[src/rtl/mdu_sequencer_pkg.sv]
// Shared definitions for the multi-cycle multiply/divide unit: ALU opcodes
// that select it, FSM state encoding and flag bit positions. The ALU decode
// imports the same package so opcode values stay in one place.
package mdu_sequencer_pkg;

  // ALU opcodes routed to the multi-cycle unit
  localparam logic [4:0] ALU_MUL  = 5'd18;  // low word of unsigned product
  localparam logic [4:0] ALU_DIVU = 5'd19;  // unsigned quotient
  localparam logic [4:0] ALU_REMU = 5'd20;  // unsigned remainder

  // Bit positions inside the 4-bit {O,S,Z,C} flag vector
  localparam int FLAG_O = 3;
  localparam int FLAG_S = 2;
  localparam int FLAG_Z = 1;
  localparam int FLAG_C = 0;

  // Sequencer state encoding
  typedef enum logic [1:0] {
    ST_IDLE = 2'd0,
    ST_RUN  = 2'd1,
    ST_DONE = 2'd2
  } mdu_state_e;

  // True for the opcodes this unit executes
  function automatic logic is_mdu_op(input logic [4:0] op);
    return (op == ALU_MUL) || (op == ALU_DIVU) || (op == ALU_REMU);
  endfunction

endpackage

[src/rtl/mdu_sequencer.sv]
// Iterative multiply / unsigned divide sequencer.
//
// Handshake: an op is taken on a rising clock edge when the unit is IDLE,
// start=1, kill=0 and alu_op is MUL/DIVU/REMU; stall is high combinationally
// in that cycle and through RUN so upstream holds. The result is announced by
// a one-cycle done pulse (state DONE); result/flags stay put until the next
// done. There is no queuing: start outside IDLE is ignored.
//
// Datapath registers:
//   acc - product accumulator (mul) / partial remainder (div)
//   x   - multiplicand shifting left (mul) / dividend shifting into quotient (div)
//   y   - multiplier shifting right (mul) / divisor (div)
// One WIDTH+1 adder/subtractor is shared between the two algorithms.
module mdu_sequencer
  import mdu_sequencer_pkg::*;
#(
  parameter int WIDTH = 32,
  parameter int CNT_W = 6
) (
  input  logic             clk,
  input  logic             rst,
  input  logic             start,
  input  logic [4:0]       alu_op,
  input  logic [WIDTH-1:0] s_1,
  input  logic [WIDTH-1:0] s_2,
  input  logic             kill,
  output logic             stall,
  output logic             done,
  output logic [WIDTH-1:0] result,
  output logic [3:0]       flags
);

  mdu_state_e       state;
  logic [4:0]       op_q;
  logic [WIDTH-1:0] acc;
  logic [WIDTH-1:0] x;
  logic [WIDTH-1:0] y;
  logic [CNT_W-1:0] cnt;
  logic             div_zero;
  logic             rst_hold;

  logic             accept;
  logic             is_mul;
  logic [WIDTH:0]   shifted;
  logic [WIDTH:0]   add_a;
  logic [WIDTH:0]   add_b;
  logic [WIDTH+1:0] sum;
  logic             no_borrow;
  logic [WIDTH-1:0] acc_nx;
  logic [WIDTH-1:0] x_nx;
  logic [WIDTH-1:0] y_nx;
  logic [WIDTH-1:0] fin_result;
  logic [3:0]       fin_flags;
  logic             unused_sum_bit;

  // The cycle right after reset never accepts, so stall stays low there even
  // with start held high through reset.
  assign accept = (state == ST_IDLE) && start && is_mdu_op(alu_op) && !kill && !rst_hold;
  assign stall  = accept || (state == ST_RUN);

  // Shared adder: add for mul, restoring trial subtract for div
  always_comb begin
    is_mul    = (op_q == ALU_MUL);
    shifted   = {acc, x[WIDTH-1]};
    add_a     = is_mul ? {1'b0, acc} : shifted;
    add_b     = is_mul ? {1'b0, x} : ~{1'b0, y};
    sum       = {1'b0, add_a} + {1'b0, add_b} + {{(WIDTH+1){1'b0}}, !is_mul};
    // Carry out of the subtract means shifted >= divisor
    no_borrow = sum[WIDTH+1];
  end

  // Bit WIDTH of the sum is never needed: the product keeps only its low word
  // and a successful restoring subtract always leaves a remainder < divisor.
  assign unused_sum_bit = sum[WIDTH];

  // Next datapath values for one iteration step
  always_comb begin
    acc_nx = acc;
    x_nx   = x;
    y_nx   = y;
    if (is_mul) begin
      if (y[0]) acc_nx = sum[WIDTH-1:0];
      x_nx = x << 1;
      y_nx = y >> 1;
    end else begin
      acc_nx = no_borrow ? sum[WIDTH-1:0] : shifted[WIDTH-1:0];
      x_nx   = {x[WIDTH-2:0], no_borrow};
    end
  end

  // Final result and flags, taken from the values after the last step
  always_comb begin
    fin_result = acc_nx;
    if (div_zero) begin
      fin_result = (op_q == ALU_DIVU) ? {WIDTH{1'b1}} : x;
    end else if (op_q == ALU_DIVU) begin
      fin_result = x_nx;
    end
    fin_flags         = 4'b0000;
    fin_flags[FLAG_O] = 1'b0;
    fin_flags[FLAG_S] = fin_result[WIDTH-1];
    fin_flags[FLAG_Z] = (fin_result == '0);
    fin_flags[FLAG_C] = 1'b0;
  end

  // Sequencer FSM with operand latch, iteration counter and registered outputs.
  // Divide-by-zero spends a single RUN cycle with no arithmetic so its result
  // appears one cycle after acceptance instead of WIDTH.
  always_ff @(posedge clk) begin
    if (rst) begin
      state    <= ST_IDLE;
      op_q     <= '0;
      acc      <= '0;
      x        <= '0;
      y        <= '0;
      cnt      <= '0;
      div_zero <= 1'b0;
      rst_hold <= 1'b1;
      done     <= 1'b0;
      result   <= '0;
      flags    <= 4'b0000;
    end else begin
      rst_hold <= 1'b0;
      done     <= 1'b0;
      case (state)
        ST_IDLE: begin
          if (accept) begin
            op_q  <= alu_op;
            acc   <= '0;
            x     <= s_1;
            y     <= s_2;
            state <= ST_RUN;
            if ((alu_op != ALU_MUL) && (s_2 == '0)) begin
              div_zero <= 1'b1;
              cnt      <= CNT_W'(1);
            end else begin
              div_zero <= 1'b0;
              cnt      <= CNT_W'(WIDTH);
            end
          end
        end
        ST_RUN: begin
          if (kill) begin
            state <= ST_IDLE;
          end else begin
            if (!div_zero) begin
              acc <= acc_nx;
              x   <= x_nx;
              y   <= y_nx;
            end
            cnt <= cnt - CNT_W'(1);
            if (cnt == CNT_W'(1)) begin
              state  <= ST_DONE;
              done   <= 1'b1;
              result <= fin_result;
              flags  <= fin_flags;
            end
          end
        end
        ST_DONE: begin
          state <= ST_IDLE;
        end
        default: begin
          state <= ST_IDLE;
        end
      endcase
    end
  end

endmodule

[config.mk]
export PLATFORM = sky130hd
export DESIGN_NAME = mdu_sequencer
export DESIGN_NICKNAME = d
export VERILOG_FILES = /design/src/rtl/mdu_sequencer_pkg.sv /design/src/rtl/mdu_sequencer.sv
export SDC_FILE = /design/constraint.sdc
export NUM_CORES = 1
export LEC_CHECK = 0
export CORE_ASPECT_RATIO = 0.6
export CORE_MARGIN = 10
export CORE_UTILIZATION = 48
export CTS_CLUSTER_DIAMETER = 80
export DETAILED_ROUTE_END_ITERATION = 10
export PLACE_DENSITY = 0.7
export SYNTH_ARGS = -nofsm -noshare
export SYNTH_HDL_FRONTEND = slang
export SYNTH_SLANG_ARGS = --single-unit
[constraint.sdc]
create_clock -name clk -period 7.2 [get_ports clk]
set_input_delay 1.08 -clock clk [delete_from_list [all_inputs] [get_ports clk]]
set_output_delay 1.08 -clock clk [all_outputs]
set_load 0.01 [all_outputs]
==> impl_metrics.env <==
export IMPL_hold_viol=0
export IMPL_post_cts_resized=0
export IMPL_rsz0062_at_grt="no"
export IMPL_finalWirelength_um=42340
export IMPL_path_clk_slew_ns=0.07
export IMPL_setup_viol=0
export IMPL_synth_top_family_by_area="simple AND/OR/NAND/NOR gates"
export IMPL_multi_input_area_um2=6741
export IMPL_ioPinCount=111
export IMPL_clock_sinks=145
export IMPL_maxSlewViolCount=0
export IMPL_grt_pass1_vias=10240
export IMPL_hp_class="flip-flop to flip-flop"
export IMPL_p_leak_nw=4.746
export IMPL_ys_warn_count=0
export IMPL_postPlaceCellArea_um2=11340
export IMPL_nets=1629
export IMPL_async_reset_ff_frac=0
export IMPL_coreArea_um2=20880
export IMPL_fin_crit_sh=0.9047
export IMPL_cellPowerDensity_nw_per_um2=184.4
export IMPL_register_area_um2=2903
export IMPL_status="complete, no violations"
export IMPL_synth_xor_area_share=0.02337
export IMPL_root_buffer="clkbuf_16"
export IMPL_core_rowCount=41
export IMPL_crit_path_max_fanout=33
export IMPL_fp_dieH_um=132.5
export IMPL_synth_cell_types=81
export IMPL_clkLatencyLatePin_ns=0.45
export IMPL_drive_above_1_share=0.05541
export IMPL_antenna_found_initial=0
export IMPL_clk_path_buf_depth=2
export IMPL_synthDominantCellAreaShare=0.2868
export IMPL_grt_max_degree=87
export IMPL_dieArea_um2=27480
export IMPL_routedWlPerCell_um=23.34
export IMPL_viasPerCell=6.393
export IMPL_ctsHoldBuffers=0
export IMPL_ys_seq_area_frac=0.2868
export IMPL_grt_use_total=0.2922
export IMPL_syn_inst=1477
export IMPL_synth_seq_cells=145
export IMPL_synthFlopType="dfxtp_1"
export IMPL_synthMuxAreaShare=0.02077
export IMPL_synthTopCellsByCount="318 x nand2_1, 254 x nor2_1, 145 x dfxtp_1"
export IMPL_synth_fa_ha_area_frac=0.04476
export IMPL_placement_io_buffers=108
export IMPL_synth_area_um2=10120
export IMPL_synthSimpleGateAreaFrac=0.2889
export IMPL_first_pass_iters=5
export IMPL_crit_path_end_kind="flip-flop"
export IMPL_yosys_area_top_type="dfxtp_1"
export IMPL_syn_to_final_growth_pct=17.94
export IMPL_tritoncts="yes"
export IMPL_cp_start_kind="flip-flop"
export IMPL_syn_avg_cell_area_um2=6.852
export IMPL_path_class="flip-flop to flip-flop"
export IMPL_drc=0
export IMPL_synth_edf_count=0
export IMPL_ir_drop_uv=174.0
export IMPL_cap_violations=0
export IMPL_worst_pin_slew_ns=1.199
export IMPL_htreeDepth=4
export IMPL_grt_first_pass_wirelength_um=63360
export IMPL_cts_buffers=17
export IMPL_whs_ns=0.4551
export IMPL_arrival_ns=6.88
export IMPL_fin_skew_ns=0.01805
export IMPL_start_util=0.4847
export IMPL_hpwl_um=31150
export IMPL_postCtsSetupBuffers=0
export IMPL_globalRouteOverflowTotal=0
export IMPL_vias=11600
export IMPL_fin_area_um2=11940
export IMPL_worstPathRequired_ns=7.57
export IMPL_max_slew_margin=0.1934
export IMPL_die_x_um=207.5
export IMPL_fin_setup_tns_ns=0
export IMPL_synthTopCellsByArea="dfxtp_1 29%, nand2_1 12%, nor2_1 9.4%"
export IMPL_gp_congestion=1.073
export IMPL_drt_iter0_markers=1834
export IMPL_yosysMostFrequentCell="nand2_1"
export IMPL_fillers=2004
export IMPL_detail_route_antenna_nets=0
export IMPL_fmax_ghz=0.1535
export IMPL_post_route_min_period_ns=6.514
export IMPL_synth_compound_area_frac=0.2828
-- power breakdown --
group	switching (mW)	internal, mW	total, mW
clock	0.393	0.526	0.919
sequential	0.0132	0.808	0.822
combinational	0.297	0.163	0.460
total	0.704	1.50	2.20
-- registers in the layout (all words and copies together) (netlist names) --
signal	count
x	32
div_zero	1
result	32
op_q	5
rst_hold	1
acc	32
flags	1
state	2
done	1
cnt	6
y	32
-- critical path, cell delays in order, from the launching register on --
cell and delay [ns]:
dfxtp_1 0.32, nor2_1 0.11, nand3_1 0.20, nor2_4 0.15
clkinv_2 0.41, buf_4 0.41, nand2_1 0.09, o21ai_0 0.08
ha_1 0.41, nand2_2 0.11, nor2_1 0.18, o2111ai_1 0.16
a31oi_1 0.36, o211ai_1 0.47, nand2_2 0.68, o211ai_1 0.22
a31o_1 0.29, or4_1 0.55, or4b_1 0.52, or4b_1 0.53
o21ai_1 0.14
-- metal layers --
layer  part of all wire  up-vias  track usage  routed length, um
met5                  0        -            0                  0
met4              0.025        0      0.07792               1045
met3               0.14       82       0.1121               6122
met2               0.37      781       0.3745              15820
met1               0.46     5389       0.4324              19360
li1                   -     5345            -                  -
-- stage by stage --
step / power [mW] / setup slack, ns / util / cells
2_1_floorplan: 1.100 / 1.319 / - / 1478
3_3_place_gp: 1.273 / 1.102 / 0.5432 / 1781
3_5_place_dp: 1.271 / 0.9077 / 0.5432 / 1781
4_1_cts: 2.180 / 0.8931 / 0.5715 / 1813
5_1_grt: 2.257 / 0.2987 / 0.5715 / 1813
6_report: 2.201 / 0.6859 / 0.5716 / 1814
-- cells in the final DEF (no fill, tap or decap), types with 8 or more instances in the layout --
cell type        instances
a211oi_1                14
a21o_1                   8
a21oi_1                132
a22oi_1                 18
a311oi_1                66
a31oi_1                 14
and2_1                  10
buf_4                   23
clkbuf_16               17
clkdlybuf4s50_1        107
dfxtp_1                145
ha_1                    33
inv_1                   21
mux2i_1                 21
nand2_1                318
nand2b_1                10
nand3_1                 11
nand4_1                 11
nor2_1                 252
nor3_1                  24
nor4_1                  12
o211ai_1                12
o21ai_0                 58
o22ai_1                 12
xnor2_1                 18
xor2_1                   9
-- cells by family (layout without fill, tap and decap cells) --
logic type | after synthesis | in the layout
AOI/OAI and AO/OA | 423 | 423
xor gates and xnor gates | 27 | 27
other | 1 | 3
and+or+nand+nor | 696 | 696
adders and majority gates | 35 | 35
buffers and inverters | 129 | 185
muxes | 21 | 21
DFF | 145 | 145
-- layout make-up --
cell class / instances / share of cell area
Antenna cell: 1 / 0.0002097
Clock buffer: 19 / 0.03711
Clock inverter: 13 / 0.01248
Inverter: 22 / 0.007024
Multi-Input combinational cell: 1204 / 0.5648
Sequential cell: 145 / 0.2432
Tap cell: 279 / 0.02925
Timing Repair Buffer: 131 / 0.1059
-- worst paths after layout --
kind | from | endpoint | slack (ns) | depth (start not counted)
hold reg to reg | result[17] | result[17] | 0.46 | 2
setup reg to reg | op_q[2] | flags[1] | 0.69 | 20
setup / recovery | op_q[2] | flags[1] | 0.69 | 20
hold / removal | result[17] | result[17] | 0.46 | 2
Note: power is estimated with default switching activity, not from simulation.
